[config.mk]
export PLATFORM = sky130hd
export DESIGN_NAME = lsu
export DESIGN_NICKNAME = d
export VERILOG_FILES = /design/src/rtl/lsu.sv
export SDC_FILE = /design/constraint.sdc
export NUM_CORES = 1
export LEC_CHECK = 0
export BUFFER_PORTS_ARGS = -buffer_cell sky130_fd_sc_hd__buf_2
export CAP_MARGIN = 5
export CORE_AREA = 3 3 105 107
export DETAILED_ROUTE_END_ITERATION = 10
export DIE_AREA = 0 0 108 110
export PLACE_DENSITY_LB_ADDON = 0.08
export SLEW_MARGIN = 20
export SYNTH_ARGS = -nofsm -noshare
export SYNTH_HDL_FRONTEND = slang
export SYNTH_SLANG_ARGS = --single-unit
[constraint.sdc]
create_clock -name clk -period 2.45 [get_ports clk]
set_clock_uncertainty 0.1 [all_clocks]
set_input_delay 0.1225 -clock clk [delete_from_list [all_inputs] [get_ports clk]]
set_output_delay 0.1225 -clock clk [all_outputs]
set_load 0.02 [all_outputs]
[src/rtl/lsu.sv]
// -----------------------------------------------------------------------------
// lsu - load/store unit, sole master of the data memory.
//
// Accepts one CPU load/store at a time (valid/ready), spends exactly one
// ACCESS cycle on the memory, then holds a response until it is taken.
// Stores are encoded into the memory's 4-bit lane write code with the data
// replicated across lanes. Loads extract the addressed byte/halfword from the
// little-endian read word and sign- or zero-extend it. Misaligned or
// out-of-range accesses return resp_err=1, resp_rdata=0 and never write.
//
// Ports
//   clk, rst_n                 clock, asynchronous active-low reset
//   req_valid / req_ready      request handshake
//   req_store, req_size,       request attributes (size: 00 B, 01 H, 10 W,
//   req_unsigned, req_addr,    11 reserved -> error)
//   req_wdata
//   resp_valid / resp_ready    response handshake
//   resp_rdata, resp_err       load result / error flag
//   daddr, dwdata, we, drdata  data memory port (we: 0 none, 1-4 byte lane
//                              0-3, 5 lanes 1:0, 7 lanes 3:2, 8 all lanes)
// -----------------------------------------------------------------------------
module lsu #(
    parameter int unsigned MEM_BYTES = 128
) (
    input  logic        clk,
    input  logic        rst_n,
    input  logic        req_valid,
    output logic        req_ready,
    input  logic        req_store,
    input  logic [1:0]  req_size,
    input  logic        req_unsigned,
    input  logic [31:0] req_addr,
    input  logic [31:0] req_wdata,
    output logic        resp_valid,
    input  logic        resp_ready,
    output logic [31:0] resp_rdata,
    output logic        resp_err,
    output logic [31:0] daddr,
    output logic [31:0] dwdata,
    output logic [3:0]  we,
    input  logic [31:0] drdata
);

    typedef enum logic [1:0] {
        ST_IDLE   = 2'd0,
        ST_ACCESS = 2'd1,
        ST_RESP   = 2'd2
    } state_e;

    state_e      state_q,      state_d;
    logic [31:0] daddr_q,      daddr_d;
    logic [31:0] dwdata_q,     dwdata_d;
    logic [1:0]  size_q,       size_d;
    logic        store_q,      store_d;
    logic        uns_q,        uns_d;
    logic        err_q,        err_d;
    logic [31:0] resp_rdata_q, resp_rdata_d;
    logic        resp_err_q,   resp_err_d;

    // Reserved size, misalignment, or address beyond the memory.
    function automatic logic access_err(input logic [1:0] size, input logic [31:0] addr);
        logic e;
        case (size)
            2'b00:   e = 1'b0;
            2'b01:   e = addr[0];
            2'b10:   e = (addr[1:0] != 2'b00);
            default: e = 1'b1;
        endcase
        return e | (addr >= 32'(MEM_BYTES));
    endfunction

    // Replicate right-aligned store data across all lanes it may land in.
    function automatic logic [31:0] lane_rep(input logic [1:0] size, input logic [31:0] wdata);
        logic [31:0] r;
        case (size)
            2'b00:   r = {4{wdata[7:0]}};
            2'b01:   r = {2{wdata[15:0]}};
            default: r = wdata;
        endcase
        return r;
    endfunction

    // Lane write code; only called for legal (aligned, non-reserved) stores.
    function automatic logic [3:0] we_code(input logic [1:0] size, input logic [1:0] ofs);
        logic [3:0] c;
        case (size)
            2'b00:   c = {2'b00, ofs} + 4'd1;
            2'b01:   c = ofs[1] ? 4'd7 : 4'd5;
            2'b10:   c = 4'd8;
            default: c = 4'd0;
        endcase
        return c;
    endfunction

    // Pick the addressed byte/half out of the read word and extend it.
    function automatic logic [31:0] load_extract(input logic [1:0] size, input logic uns,
                                                 input logic [1:0] ofs, input logic [31:0] rd);
        logic [7:0]  b;
        logic [15:0] h;
        logic [31:0] r;
        b = rd[{ofs, 3'b000} +: 8];
        h = rd[{ofs[1], 4'b0000} +: 16];
        case (size)
            2'b00:   r = uns ? {24'h000000, b} : {{24{b[7]}}, b};
            2'b01:   r = uns ? {16'h0000, h} : {{16{h[15]}}, h};
            2'b10:   r = rd;
            default: r = 32'h0000_0000;
        endcase
        return r;
    endfunction

    // Next-state and datapath capture logic.
    always_comb begin
        state_d      = state_q;
        daddr_d      = daddr_q;
        dwdata_d     = dwdata_q;
        size_d       = size_q;
        store_d      = store_q;
        uns_d        = uns_q;
        err_d        = err_q;
        resp_rdata_d = resp_rdata_q;
        resp_err_d   = resp_err_q;
        case (state_q)
            ST_IDLE: begin
                if (req_valid) begin
                    daddr_d  = req_addr;
                    dwdata_d = lane_rep(req_size, req_wdata);
                    size_d   = req_size;
                    store_d  = req_store;
                    uns_d    = req_unsigned;
                    err_d    = access_err(req_size, req_addr);
                    state_d  = ST_ACCESS;
                end else begin
                    state_d  = ST_IDLE;
                end
            end
            ST_ACCESS: begin
                // drdata is combinational from daddr, so it is valid here.
                if (!store_q && !err_q) begin
                    resp_rdata_d = load_extract(size_q, uns_q, daddr_q[1:0], drdata);
                end else begin
                    resp_rdata_d = 32'h0000_0000;
                end
                resp_err_d = err_q;
                state_d    = ST_RESP;
            end
            ST_RESP: begin
                if (resp_ready) begin
                    state_d = ST_IDLE;
                end else begin
                    state_d = ST_RESP;
                end
            end
            default: begin
                state_d = ST_IDLE;
            end
        endcase
    end

    // State and datapath registers.
    always_ff @(posedge clk or negedge rst_n) begin
        if (!rst_n) begin
            state_q      <= ST_IDLE;
            daddr_q      <= 32'h0000_0000;
            dwdata_q     <= 32'h0000_0000;
            size_q       <= 2'b00;
            store_q      <= 1'b0;
            uns_q        <= 1'b0;
            err_q        <= 1'b0;
            resp_rdata_q <= 32'h0000_0000;
            resp_err_q   <= 1'b0;
        end else begin
            state_q      <= state_d;
            daddr_q      <= daddr_d;
            dwdata_q     <= dwdata_d;
            size_q       <= size_d;
            store_q      <= store_d;
            uns_q        <= uns_d;
            err_q        <= err_d;
            resp_rdata_q <= resp_rdata_d;
            resp_err_q   <= resp_err_d;
        end
    end

    // Write strobe decoded from state so an asserted reset kills it at once.
    always_comb begin
        if ((state_q == ST_ACCESS) && store_q && !err_q) begin
            we = we_code(size_q, daddr_q[1:0]);
        end else begin
            we = 4'd0;
        end
    end

    assign req_ready  = (state_q == ST_IDLE);
    assign resp_valid = (state_q == ST_RESP);
    assign resp_rdata = resp_rdata_q;
    assign resp_err   = resp_err_q;
    assign daddr      = daddr_q;
    assign dwdata     = dwdata_q;

endmodule

* Word-level counts from Yosys, hierarchy flattened
Cells that the tools add are included.
** Cells by class
- Equal/unequal tests :: 6
- Add/subtract/negate cells :: 1
- Multiplexer cells :: 14
- Reduce and logical (&&, ||, !) cells :: 10
- Shift operators :: 2
- Bitwise operators :: 1
- Magnitude comparators :: 1
** Operators with widths (number)
- 2-to-1 mux 32 bit :: 3
- one-hot mux 32 bit (3 select lines) :: 1
- one-hot mux 32 bit (2 select lines) :: 1
- >= comparator 32 x 8 -> 1 bit (second input constant) :: 1
- variable part select 32 x 6 -> 16 bit :: 1
- variable part select 32 x 6 -> 8 bit :: 1
- one-hot mux 4 bit (3 select lines) :: 1
- equality test 2 x 1 -> 1 bit (second input constant) :: 3
- equality test 2 bit (second input constant) :: 3
- logical NOT 2 bit :: 3
- one-hot mux 2 bit (3 select lines) :: 1
- 2-to-1 mux 2 bit :: 2
- 2-to-1 mux 4 bit :: 1
- adder 2 x 1 -> 3 bit (second input constant) :: 1
- logical AND 1 bit :: 3
- 2-to-1 mux 1 bit :: 3
- one-hot mux 1 bit (3 select lines) :: 1
- logical NOT 1 bit :: 2
- AND reduction 2 bit :: 1
- nonzero test 2 bit :: 1
- bitwise OR 1 bit :: 1
** Storage, ports and cells
- Flip-flop bits (word level) :: 104
- Output and inout port bits :: 103
- Word-level logic and storage cells :: 44
- Input port bits :: 104

* Logic depth before layout (Yosys ltp)
- Word-level depth :: 5
- Gate-level depth with buffers :: 7
- Mapped depth without buffers :: 5

* Worst setup path after synthesis
Ideal clock, no wire load.
- Path type :: reg-to-reg
- From :: register state_q[1]
- To :: register daddr_q[12], in the netlist daddr[12]
- Library setup time :: 0.065 ns
- Data arrival time :: 1.762 ns
- Path slack :: 0.523 ns
- Period minus slack after synthesis :: 1.927 ns
- Stages on the path, launching flop included :: 8
- Data required time :: 2.285 ns
- Path buffers :: 2
- Cells stage by stage :: dfrtp_1 nor2_1 nand2_1 inv_1 clkbuf_1 buf_1 nand2_1 nand2_1
** On the way
- Cells in the longest elaborated chain, start to end :: 2
** RTL lines
- from (decl) :: line 50 : state_e state_q, state_d;
- from (signal assigned) :: line 173 : state_q <= state_d;
- logical NOT 2 bit
- net req_ready :: line 28 : output logic req_ready,
- AND reduction 2 bit (no line)
- to (signal assigned) :: line 174 : daddr_q <= daddr_d;
- to (decl) :: line 51 : logic [31:0] daddr_q, daddr_d;
The timed path passes the listed nets, and every way through them passes these cells.
A chain may end at the register's enable or synchronous reset.

* Worst setup path in the final report
- From :: register size_q[0]
- To :: register resp_rdata_q[21], in the netlist resp_rdata[21]
** On the way
- Cells in the longest elaborated chain, start to end :: 3
- Elaborated cells between the ends (all ways) :: 5
- Classes of those cells :: eq/ne (2); mux (2); reduce/logical (1)
** RTL lines
- from (decl) :: line 53 : logic [1:0] size_q, size_d;
- from (signal assigned) :: line 176 : size_q <= size_d;
- equality test 2 bit (tied with other cells) :: line 103 : case (size)
- one-hot mux 32 bit (3 select lines) (*) :: line 103
- 2-to-1 mux 32 bit (*) :: line 139 : if (!store_q && !err_q) begin
- to (signal assigned) :: line 180 : resp_rdata_q <= resp_rdata_d;
- to (decl) :: line 57 : logic [31:0] resp_rdata_q, resp_rdata_d;
Every way passes the cells marked *; elsewhere a longest branch is shown, timed or not.

==> impl_metrics.ini <==
[run_status]
status = finished, final reports clean

[sta]
rsz0062_at_grt = no
fin_crit_ns = 2.21
fmax_mhz = 453
finalSetupViolCount = 0
tns_ns = 0
finalHoldViolations = 0
drv_slew = 0
tightestPinTransition_ns = 0.710
finalCritPeriodShare = 0.901
maxSlewHeadroom = 0.525
holdWs_ns = 0.0245

[detailed_routing]
dr.pass1.iters = 4
drt_iter0_markers = 218
vias_per_cell = 5.17
wire_per_inst_um = 16.6
drc_errors = 0
routed_wl_um = 15300
num_vias = 4777
ant_nets = 0

[synthesis]
synth_largest_area_cell = dfrtp_1
ys_top_cells_by_area = dfrtp_1 54%, nand2_1 13%, mux2i_1 9.3%
synth_edf_count = 0
syn_area_mm2 = 0.00482
ys_ff_latch = 104
synth_top_area_frac = 0.540
yosys_warnings = 0
synth_cell_types = 38
async_flop_share = 1.00
syn_avg_cell_area_um2 = 9.70
synth_ff_type = dfrtp_1
netlist_instances = 497
synth_fp_nets = 602
yosysSeqAreaShare = 0.540

[critical_path]
worst-setup-path-type = flip-flop to flip-flop
cp.arrival_ns = 2.40
crit_path_max_fanout = 16
r2r_slack_ns = 0.24
crit_required_ns = 2.64
rr_worst_depth = 3
critPathLaunchType = flip-flop
crit_start = size_q[0]
reg2reg_from = size_q[0]
r2r-end = resp_rdata[21]
endpoint = resp_rdata[21]
worst_setup_path_end_kind = flip-flop

[global_route]
grt_first_pass_wirelength_um = 23800
grt.overflow.total = 0
antenna_found_initial = 0
grt_pass1_vias = 4794
grt_max_degree = 91
grtUsageTotal = 0.257

[power_and_ir_drop]
power.leakage_uw = 0.00380
ir_worst_vdd_mv = 0.513
power_density_mw_per_mm2 = 945

[min_path]
hold_start = req_wdata[19]
hold_class = input port to flip-flop

[floorplanning]
rows = 37
design.core.area_mm2 = 0.0102
start_util = 0.471
fp.dieArea_mm2 = 0.0119
ios = 207
fp.dieH_um = 110
die_w_um = 108

[cells_and_area]
antennaDiodeCount = 0
nets = 889
area_growth_syn_to_layout_pct = 47.2
drive_gt1_frac = 0.305
fill_cells = 824
regArea_mm2 = 0.00260
multi_input_comb_area_mm2 = 0.00207
final_util = 0.693

[cts]
clock_path_buffers = 2
htreeDepth = 3
cts_tree = built
clk_latency_ns = 0.36
cts_setup_buffers = 0
path_clk_slew_ns = 0.10
clock-root-buffer = clkbuf_8
clock_sinks = 104
numCtsBuffers = 9

[placed_design]
dp_hpwl_um = 10200
gp_congestion = 0.838
numPortBuffers = 206

[job]
maxCapViolCount = 0
-- layout by cell type (no fill, tap or decap), types with 2 or more instances in the layout --
cell type and count:
o211ai_1 3, and2_1 6, o31ai_1 2, nor2b_1 2, buf_12 2, mux2_2 3, nor4_1 5, a21oi_1 12
nand2_1 165, mux2i_1 45, inv_1 5, o2bb2ai_1 7, buf_4 12, dfrtp_1 104, nor3_1 4, buf_2 205
a221o_1 22, a22oi_1 8, nand3_1 3, clkbuf_1 2, clkbuf_8 11, dlygate4sd3_1 90, and3_1 2, nand2b_1 6
nor2_1 17, o21ai_0 28
-- cells in the mapped netlist (all sizes together), types with 5 or more instances --
library cell / n
a21oi: 12
a221o: 22
a22oi: 8
and2: 7
buf: 12
clkbuf: 21
dfrtp: 104
inv: 5
mux2i: 45
nand2: 166
nand2b: 6
nor2: 17
nor4: 6
o21ai: 28
o2bb2ai: 7
-- layout make-up --
type,count,share of cell area
Tap cell,136,0.0240
Sequential cell,104,0.367
Multi-Input combinational cell,355,0.292
Timing Repair Buffer,309,0.290
Clock buffer,13,0.0224
Inverter,5,0.00265
Clock inverter,2,0.00194
-- per-layer routing --
| metal | share of wire | track usage | wire length (um) |
|---|---|---|---|
| met5 | 0 | 0 | 0 |
| met4 | 0.029 | 0.107 | 448 |
| met3 | 0.059 | 0.0466 | 909 |
| met2 | 0.50 | 0.446 | 7600 |
| met1 | 0.42 | 0.318 | 6370 |
-- worst max-delay path, cell delays in order (launching register included) --
cell and delay [ns]:
dfrtp_1 0.54, or4_4 0.61, a211oi_4 0.66, a221o_1 0.22
-- where the power goes --
group          internal, uW  switching, uW  leakage, uW
logic                  1090           1980      0.00238
clock network           424            560    0.0000899
registers              2270            375      0.00133
total                  3780           2920      0.00380
-- state kept, by name, summed over array words and instances, names as in the netlist --
register / cells
daddr: 32
dwdata: 32
resp_rdata: 32
size_q: 2
state_q: 2
err_q: 1
resp_err: 1
store_q: 1
uns_q: 1
-- how the worst min path moves through the flow --
stage / endpoint / slack (ns) / cells past startpoint
global route: dwdata[14] / 0.02 / 3
finish: dwdata[19] / 0.02 / 3
detailed placement: daddr[5] / 0.09 / 1
global placement: daddr[5] / 0.09 / 1
CTS: dwdata[19] / 0.0008 / 3
floorplan: daddr[0] / -0.27 / 0
-- per-stage QoR --
step | setup slack, ns | area [um2] | instances | power (uW)
global route | 0.141 | 7090 | 924 | 7150
global placement | 0.387 | 6020 | 819 | 5540
floorplan | 0.523 | 4820 | 497 | 4520
detailed placement | 0.305 | 6020 | 819 | 5610
finish | 0.242 | 7090 | 924 | 6700
CTS | 0.244 | 7090 | 924 | 6710
-- cells by family after synthesis --
group                    synth area share
multiplexers                        0.100
flip-flops                          0.540
AO/OA/AOI/OAI                       0.136
AND/OR/NAND/NOR                     0.190
adder cells (fa/ha/maj)           0.00260
buffers and inverters              0.0317
-- repair_timing --
| action | 4_1_cts | 5_1_grt |
|---|---|---|
| endpoints found under the hold margin | 136 | 0 |
| gates resized for setup | 0 | 0 |
| hold buffers | 90 | 0 |
(Power assumes the default switching activity.)
